--- src/rtl/lsu_pkg.sv ---
// rtl/lsu_pkg.sv - shared widths, funct3 memory opcodes, FSM states and store-path helpers for the LSU
package lsu_pkg;

  localparam int DATA_RANGE        = 32;
  localparam int CORE_MEM_OP_RANGE = 3;

  localparam logic [CORE_MEM_OP_RANGE-1:0] CORE_MEM_OP_B  = 3'b000;
  localparam logic [CORE_MEM_OP_RANGE-1:0] CORE_MEM_OP_H  = 3'b001;
  localparam logic [CORE_MEM_OP_RANGE-1:0] CORE_MEM_OP_W  = 3'b010;
  localparam logic [CORE_MEM_OP_RANGE-1:0] CORE_MEM_OP_BU = 3'b100;
  localparam logic [CORE_MEM_OP_RANGE-1:0] CORE_MEM_OP_HU = 3'b101;

  typedef logic [1:0] lsu_state_t;

  localparam lsu_state_t LSU_IDLE      = 2'd0;
  localparam lsu_state_t LSU_WAIT_DATA = 2'd1;
  localparam lsu_state_t LSU_DRAIN     = 2'd2;

  function automatic logic lsu_misaligned(input logic [CORE_MEM_OP_RANGE-1:0] op,
                                          input logic [1:0] off);
    case (op)
      CORE_MEM_OP_H, CORE_MEM_OP_HU: return off[0];
      CORE_MEM_OP_W:                 return |off;
      default:                       return 1'b0;
    endcase
  endfunction

  function automatic logic [3:0] lsu_byteenable(input logic [CORE_MEM_OP_RANGE-1:0] op,
                                                input logic [1:0] off);
    case (op)
      CORE_MEM_OP_B, CORE_MEM_OP_BU: return 4'b0001 << off;
      CORE_MEM_OP_H, CORE_MEM_OP_HU: return 4'b0011 << off;
      default:                       return 4'b1111;
    endcase
  endfunction

  // Replicating across all lanes lets the slave pick any lane using byteenable alone.
  function automatic logic [DATA_RANGE-1:0] lsu_store_data(input logic [CORE_MEM_OP_RANGE-1:0] op,
                                                           input logic [DATA_RANGE-1:0] wd);
    case (op)
      CORE_MEM_OP_B, CORE_MEM_OP_BU: return {4{wd[7:0]}};
      CORE_MEM_OP_H, CORE_MEM_OP_HU: return {2{wd[15:0]}};
      default:                       return wd;
    endcase
  endfunction

endpackage

--- src/rtl/lsu_load_align.sv ---
// rtl/lsu_load_align.sv - shifts the addressed lane down to bit 0 and sign/zero-extends it by load size
module lsu_load_align
  import lsu_pkg::*;
(
  input  logic [DATA_RANGE-1:0]        rdata,
  input  logic [1:0]                   off,
  input  logic [CORE_MEM_OP_RANGE-1:0] op,
  output logic [DATA_RANGE-1:0]        data
);

  logic [DATA_RANGE-1:0] shifted;

  always_comb begin
    shifted = rdata >> {off, 3'b000};
    case (op)
      CORE_MEM_OP_B:  data = {{24{shifted[7]}}, shifted[7:0]};
      CORE_MEM_OP_BU: data = {24'd0, shifted[7:0]};
      CORE_MEM_OP_H:  data = {{16{shifted[15]}}, shifted[15:0]};
      CORE_MEM_OP_HU: data = {16'd0, shifted[15:0]};
      default:        data = shifted;
    endcase
  end

endmodule

--- src/rtl/lsu.sv ---
// rtl/lsu.sv - load/store unit: alignment check, single-outstanding data bus master, load return path
module lsu
  import lsu_pkg::*;
(
  input  logic                         clk,
  input  logic                         rst,
  input  logic                         lsu_mem_read,
  input  logic                         lsu_mem_write,
  input  logic [CORE_MEM_OP_RANGE-1:0] lsu_mem_opcode,
  input  logic [DATA_RANGE-1:0]        lsu_address,
  input  logic [DATA_RANGE-1:0]        lsu_writedata,
  input  logic                         lsu_flush,
  input  logic                         ex_stall_ext,
  output logic                         lsu_exception_load_addr_misaligned,
  output logic                         lsu_exception_store_addr_misaligned,
  output logic                         lsu_stall,
  output logic [DATA_RANGE-1:0]        lsu_readdata,
  output logic                         lsu_readdata_valid,
  output logic                         dbus_read,
  output logic                         dbus_write,
  output logic [DATA_RANGE-1:0]        dbus_address,
  output logic [3:0]                   dbus_byteenable,
  output logic [DATA_RANGE-1:0]        dbus_writedata,
  input  logic                         dbus_waitrequest,
  input  logic [DATA_RANGE-1:0]        dbus_readdata,
  input  logic                         dbus_readdatavalid
);

  lsu_state_t                   state_q, state_d;
  logic                         issued_hold_q, issued_hold_d;
  logic [1:0]                   off_q, off_d;
  logic [CORE_MEM_OP_RANGE-1:0] op_q, op_d;

  logic req;
  logic misaligned;
  logic rd_done;
  logic cmd;
  logic accept;
  logic load_accept;

  assign req        = lsu_mem_read | lsu_mem_write;
  assign misaligned = lsu_misaligned(lsu_mem_opcode, lsu_address[1:0]);
  assign rd_done    = (state_q == LSU_WAIT_DATA) & dbus_readdatavalid & ~rst;

  // A returning load frees the bus in the same cycle, so the next load can go out without a bubble.
  assign cmd = req & ~misaligned & ~lsu_flush & ~issued_hold_q & ~rst &
               ((state_q == LSU_IDLE) | rd_done);

  assign accept      = cmd & ~dbus_waitrequest;
  assign load_accept = accept & lsu_mem_read;

  assign lsu_exception_load_addr_misaligned  = lsu_mem_read & misaligned;
  assign lsu_exception_store_addr_misaligned = lsu_mem_write & ~lsu_mem_read & misaligned;

  assign dbus_read       = cmd & lsu_mem_read;
  assign dbus_write      = cmd & lsu_mem_write & ~lsu_mem_read;
  assign dbus_address    = {lsu_address[31:2], 2'b00};
  assign dbus_byteenable = lsu_byteenable(lsu_mem_opcode, lsu_address[1:0]);
  assign dbus_writedata  = lsu_store_data(lsu_mem_opcode, lsu_writedata);

  assign lsu_readdata_valid = rd_done & ~lsu_flush;

  assign lsu_stall = ~rst & ((cmd & dbus_waitrequest) |
                             ((state_q == LSU_WAIT_DATA) & ~dbus_readdatavalid) |
                             ((state_q == LSU_DRAIN) & req));

  lsu_load_align u_load_align (
    .rdata (dbus_readdata),
    .off   (off_q),
    .op    (op_q),
    .data  (lsu_readdata)
  );

  always_comb begin
    state_d       = state_q;
    issued_hold_d = issued_hold_q;
    off_d         = off_q;
    op_d          = op_q;

    // Held only while the rest of the pipe keeps the accepted instruction parked in EX.
    if (!ex_stall_ext) begin
      issued_hold_d = 1'b0;
    end else if (accept) begin
      issued_hold_d = 1'b1;
    end

    if (load_accept) begin
      off_d = lsu_address[1:0];
      op_d  = lsu_mem_opcode;
    end

    case (state_q)
      LSU_IDLE: begin
        if (load_accept) state_d = LSU_WAIT_DATA;
      end
      LSU_WAIT_DATA: begin
        if (dbus_readdatavalid) begin
          state_d = load_accept ? LSU_WAIT_DATA : LSU_IDLE;
        end else if (lsu_flush) begin
          state_d = LSU_DRAIN;
        end
      end
      LSU_DRAIN: begin
        if (dbus_readdatavalid) state_d = LSU_IDLE;
      end
      default: state_d = LSU_IDLE;
    endcase
  end

  always_ff @(posedge clk or posedge rst) begin
    if (rst) begin
      state_q       <= LSU_IDLE;
      issued_hold_q <= 1'b0;
      off_q         <= 2'b00;
      op_q          <= '0;
    end else begin
      state_q       <= state_d;
      issued_hold_q <= issued_hold_d;
      off_q         <= off_d;
      op_q          <= op_d;
    end
  end

endmodule

--- config.mk ---
export PLATFORM = sky130hd
export DESIGN_NAME = lsu
export DESIGN_NICKNAME = d
export VERILOG_FILES = /design/src/rtl/lsu_pkg.sv /design/src/rtl/lsu_load_align.sv /design/src/rtl/lsu.sv
export SDC_FILE = /design/constraint.sdc
export NUM_CORES = 1
export LEC_CHECK = 0
export ABC_AREA = 1
export CAP_MARGIN = 10
export CORE_UTILIZATION = 27
export CTS_CLUSTER_DIAMETER = 40
export DETAILED_ROUTE_END_ITERATION = 16
export GPL_TIMING_DRIVEN = 1
export PLACE_DENSITY = 0.91
export SYNTH_ARGS = -nofsm -noshare
export SYNTH_HDL_FRONTEND = slang
export SYNTH_HIERARCHICAL = 1
export SYNTH_SLANG_ARGS = --single-unit
--- constraint.sdc ---
create_clock -name clk -period 1.95 [get_ports clk]
set_input_delay 0.585 -clock clk [delete_from_list [all_inputs] [get_ports clk]]
set_output_delay 0.585 -clock clk [all_outputs]
set_load 0.005 [all_outputs]
==> results.yml <==
hold_path:
  worstHoldPathType: "in2reg"
floorplan:
  initial_core_util: 0.281
  die_w_microns: 89.4
  fp-row-count: 31
  chipHeight_microns: 89.4
  boundaryPins: 213
  die_area_sq_um: 7990
  design.core.area_sq_um: 7330
synth:
  synth_async_sr_flop_share: 1.00
  synth.yosys.seq_area_share: 0.0971
  synth-warning-count: 6
  post_synth_instance_area_sq_um: 2060
  synth-edff-count: 0
  syn_area_per_cell_sq_um: 5.76
  synthTopCellsByArea: "sky130_fd_sc_hd__nand2_1 21%, sky130_fd_sc_hd__buf_4 15%, sky130_fd_sc_hd__dfrtp_1 9.7%, sky130_fd_sc_hd__nand3_1 7.3%, sky130_fd_sc_hd__o21ai_0 7.0%"
  synthDominantAreaCellType: "sky130_fd_sc_hd__nand2_1"
  post_synth_num_cell_types: 34
  synth_top_flop_cell: "sky130_fd_sc_hd__dfrtp_1"
  synth_cells: 358
  synthesized_flop_and_latch_total: 8
  synth_top_area_frac: 0.213
sta:
  final_hold_violations: 0
  final_setup_fails: 50
  slack_of_the_critical_path_ns: -0.353
  final_layout_setup_total_negative_slack_ns: -8.36
  skew_ns: 0.00408
  final-max-slew-violation-count: 0
  finalWorstPathRequiredPeriod_ns: 2.30
  grt_setup_unrepaired: "yes"
  layout_worst_path_cycle_share: 1.18
  max_freq_ghz: 0.434
  hold-worst-slack_ns: 0.581
routing:
  post-route-drc-count: 0
  first_iter_violations: 150
  drtPass1Iterations: 5
  route.detailed.wl_per_inst_microns: 17.4
  post_drt_via_cell_ratio: 5.23
  ant_nets: 0
  via_count: 3458
  route.final.wire_length_mm: 11.5
setup_path:
  critPathMostFrequentCell: "sky130_fd_sc_hd__nand3_2"
  timing.critical_path.to_type: "output pin"
  crit_path_max_fanout: 8
  worst_path_largest_cell_delay_ns: 0.48
  cp.arrival_ns: 1.72
  timing.critical_path.cells: "clkinv_4, nand2_1, nand3_2, nand3_4, buf_12, nand3_2, dlygate4sd2_1"
  critical-path-slowest-cell: "sky130_fd_sc_hd__dfrtp_2"
  kind_of_cell_with_the_highest_combined_delay_on_the_critical_path: "buffers and inverters"
  worst-path-buf-inv: 3
  path_class: "reg2out"
  worst_ep_required_time_ns: 1.36
  startpoint_class_of_the_critical_path: "register"
grt:
  grt_usage: 0.262
  globalRouteOverflowTotal: 0
  grt_first_pass_wirelength_mm: 16.1
  largest_net_degree_at_the_start_of_global_routing: 19
  vias_in_the_first_global_route: 3434
  antenna_found_initial: 0
place:
  placement_stage_worst_setup_slack_ns: -0.908
  hpwlAfterDp_mm: 6.62
  place.port_buffers: 150
  final_weighted_congestion_in_routability_driven_placement: 0.854
run:
  max-cap-violations: 0
pwr:
  irDropWorstVdd_uv: 235
  power_leakage_nw: 2.45
  power.density_nw_per_um2: 712
clock_tree:
  clock_insertion_delay_worst_skew_ns: 0.24
  cts.clk_slew.worst_paths_ns: 0.04
  clock_tree_root_driver_cell: "sky130_fd_sc_hd__clkbuf_8"
  clkSinkCount: 8
  clock_path_buffers: 2
  cts_tree: "done"
  cts_buffers: 3
  ctsHtreeMaxLevel: 1
finish:
  register_area_sq_um: 203
  number_of_inserted_diodes: 0
  area.growth.synth_to_final_pct: 120
  ratio_of_cells_with_drive_above_1_in_the_final_layout: 0.553
  fin_nets: 671
  multiInputGateArea_sq_um: 1770
  number_of_filler_cells_placed_in_the_layout: 561
run_status:
  run_status: "finished, violations left"
  violated_checks: "negative setup slack"
==> cell usage in the layout, fill, tap and decap left out, types with 8 or more instances in the layout <==
cell type	n
sky130_fd_sc_hd__a21oi_1	16
sky130_fd_sc_hd__buf_12	8
sky130_fd_sc_hd__buf_2	45
sky130_fd_sc_hd__buf_4	68
sky130_fd_sc_hd__buf_6	41
sky130_fd_sc_hd__clkbuf_2	14
sky130_fd_sc_hd__clkdlybuf4s50_1	33
sky130_fd_sc_hd__dlygate4sd2_1	29
sky130_fd_sc_hd__inv_1	11
sky130_fd_sc_hd__inv_2	15
sky130_fd_sc_hd__nand2_1	89
sky130_fd_sc_hd__nand2_2	19
sky130_fd_sc_hd__nand2_4	16
sky130_fd_sc_hd__nand3_1	12
sky130_fd_sc_hd__nand3_2	19
sky130_fd_sc_hd__nand3_4	9
sky130_fd_sc_hd__nor2_1	12
sky130_fd_sc_hd__o21ai_1	13
sky130_fd_sc_hd__o21ai_2	13
==> cells in the mapped netlist (2+ instances only) <==
library cell               count
sky130_fd_sc_hd__a21oi_1      20
sky130_fd_sc_hd__a21oi_2       2
sky130_fd_sc_hd__buf_2         8
sky130_fd_sc_hd__buf_4        42
sky130_fd_sc_hd__buf_6         7
sky130_fd_sc_hd__clkbuf_1      3
sky130_fd_sc_hd__dfrtp_1       8
sky130_fd_sc_hd__inv_1        24
sky130_fd_sc_hd__inv_2         5
sky130_fd_sc_hd__nand2_1     117
sky130_fd_sc_hd__nand2_2       6
sky130_fd_sc_hd__nand3_1      30
sky130_fd_sc_hd__nand3_2       6
sky130_fd_sc_hd__nand4_1       7
sky130_fd_sc_hd__nor2_1       20
sky130_fd_sc_hd__nor2_8        2
sky130_fd_sc_hd__o211ai_1      6
sky130_fd_sc_hd__o21ai_0      29
==> metal layers <==
metal	vias to the layer above	part of all wire	track usage
met5	-	0	0
met4	0	0.049	0.130
met3	63	0.11	0.0600
met2	263	0.52	0.511
met1	1599	0.32	0.258
li1	1533	-	-
==> report_power, final <==
part           switching [mW]  internal, mW
Clock                  0.0744         0.135
Sequential             0.0503         0.198
Combinational            1.36          1.41
Total                    1.48          1.74
==> cell type report <==
class,instances,share of cell area
well taps,99,0.0273
clock buffers,3,0.00911
flip-flops and latches,8,0.0447
repair buffers,257,0.498
multi-input cells,263,0.391
inverters,31,0.0304
==> worst register-to-register path, stage by stage (launching register included) <==
cell and delay [ns]:
sky130_fd_sc_hd__dfrtp_1 0.39, sky130_fd_sc_hd__inv_2 0.08, sky130_fd_sc_hd__nand4_1 0.14, sky130_fd_sc_hd__buf_4 0.18
sky130_fd_sc_hd__buf_4 0.13, sky130_fd_sc_hd__a21oi_2 0.15, sky130_fd_sc_hd__nand4_4 0.14, sky130_fd_sc_hd__nand2_1 0.11
sky130_fd_sc_hd__nand2_1 0.06
==> through the flow <==
step	cell area [sq um]	cells	power (mW)	util
after floorplan	2060	359	1.16	-
after global placement	3620	595	2.16	0.494
after detailed placement	3620	595	2.20	0.494
after CTS	4360	659	2.84	0.595
after global routing	4530	661	3.46	0.618
final	4530	661	3.23	0.618
==> cell families (layout without fill, tap and decap cells) <==
kind of cell	count (synthesis)	in the layout	synth area share
flops	8	8	0.0971
compound gates	61	61	0.163
simple gates	197	200	0.463
buf+inv	91	291	0.274
other cells	1	2	0.00182
==> state kept, by name, indices dropped and copies added (netlist names) <==
| signal | count |
|---|---|
| off_q | 2 |
| issued_hold_q | 1 |
| state_q | 2 |
| op_q | 3 |
==> final timing paths <==
kind | end | from | slack (ns) | cells past startpoint
max | lsu_readdata[24] | off_q[0] | -0.35 | 7
min reg2reg | op_q[1] | op_q[1] | 0.59 | 3
min in group asynchronous | issued_hold_q | rst | 1.71 | 18
max reg2reg | op_q[2] | state_q[1] | 0.46 | 8
max in group asynchronous | off_q[1] | rst | 0.10 | 18
min | state_q[1] | dbus_readdatavalid | 0.58 | 2
==> timing repair <==
action	4_1_cts	5_1_grt
cloned	6	0
pin swaps	64	33
setup buffers	55	9
gates resized for setup	438	123
hold buffers	0	0
setup endpoints to repair	74	72
Note: power is estimated with default switching activity, not from simulation.
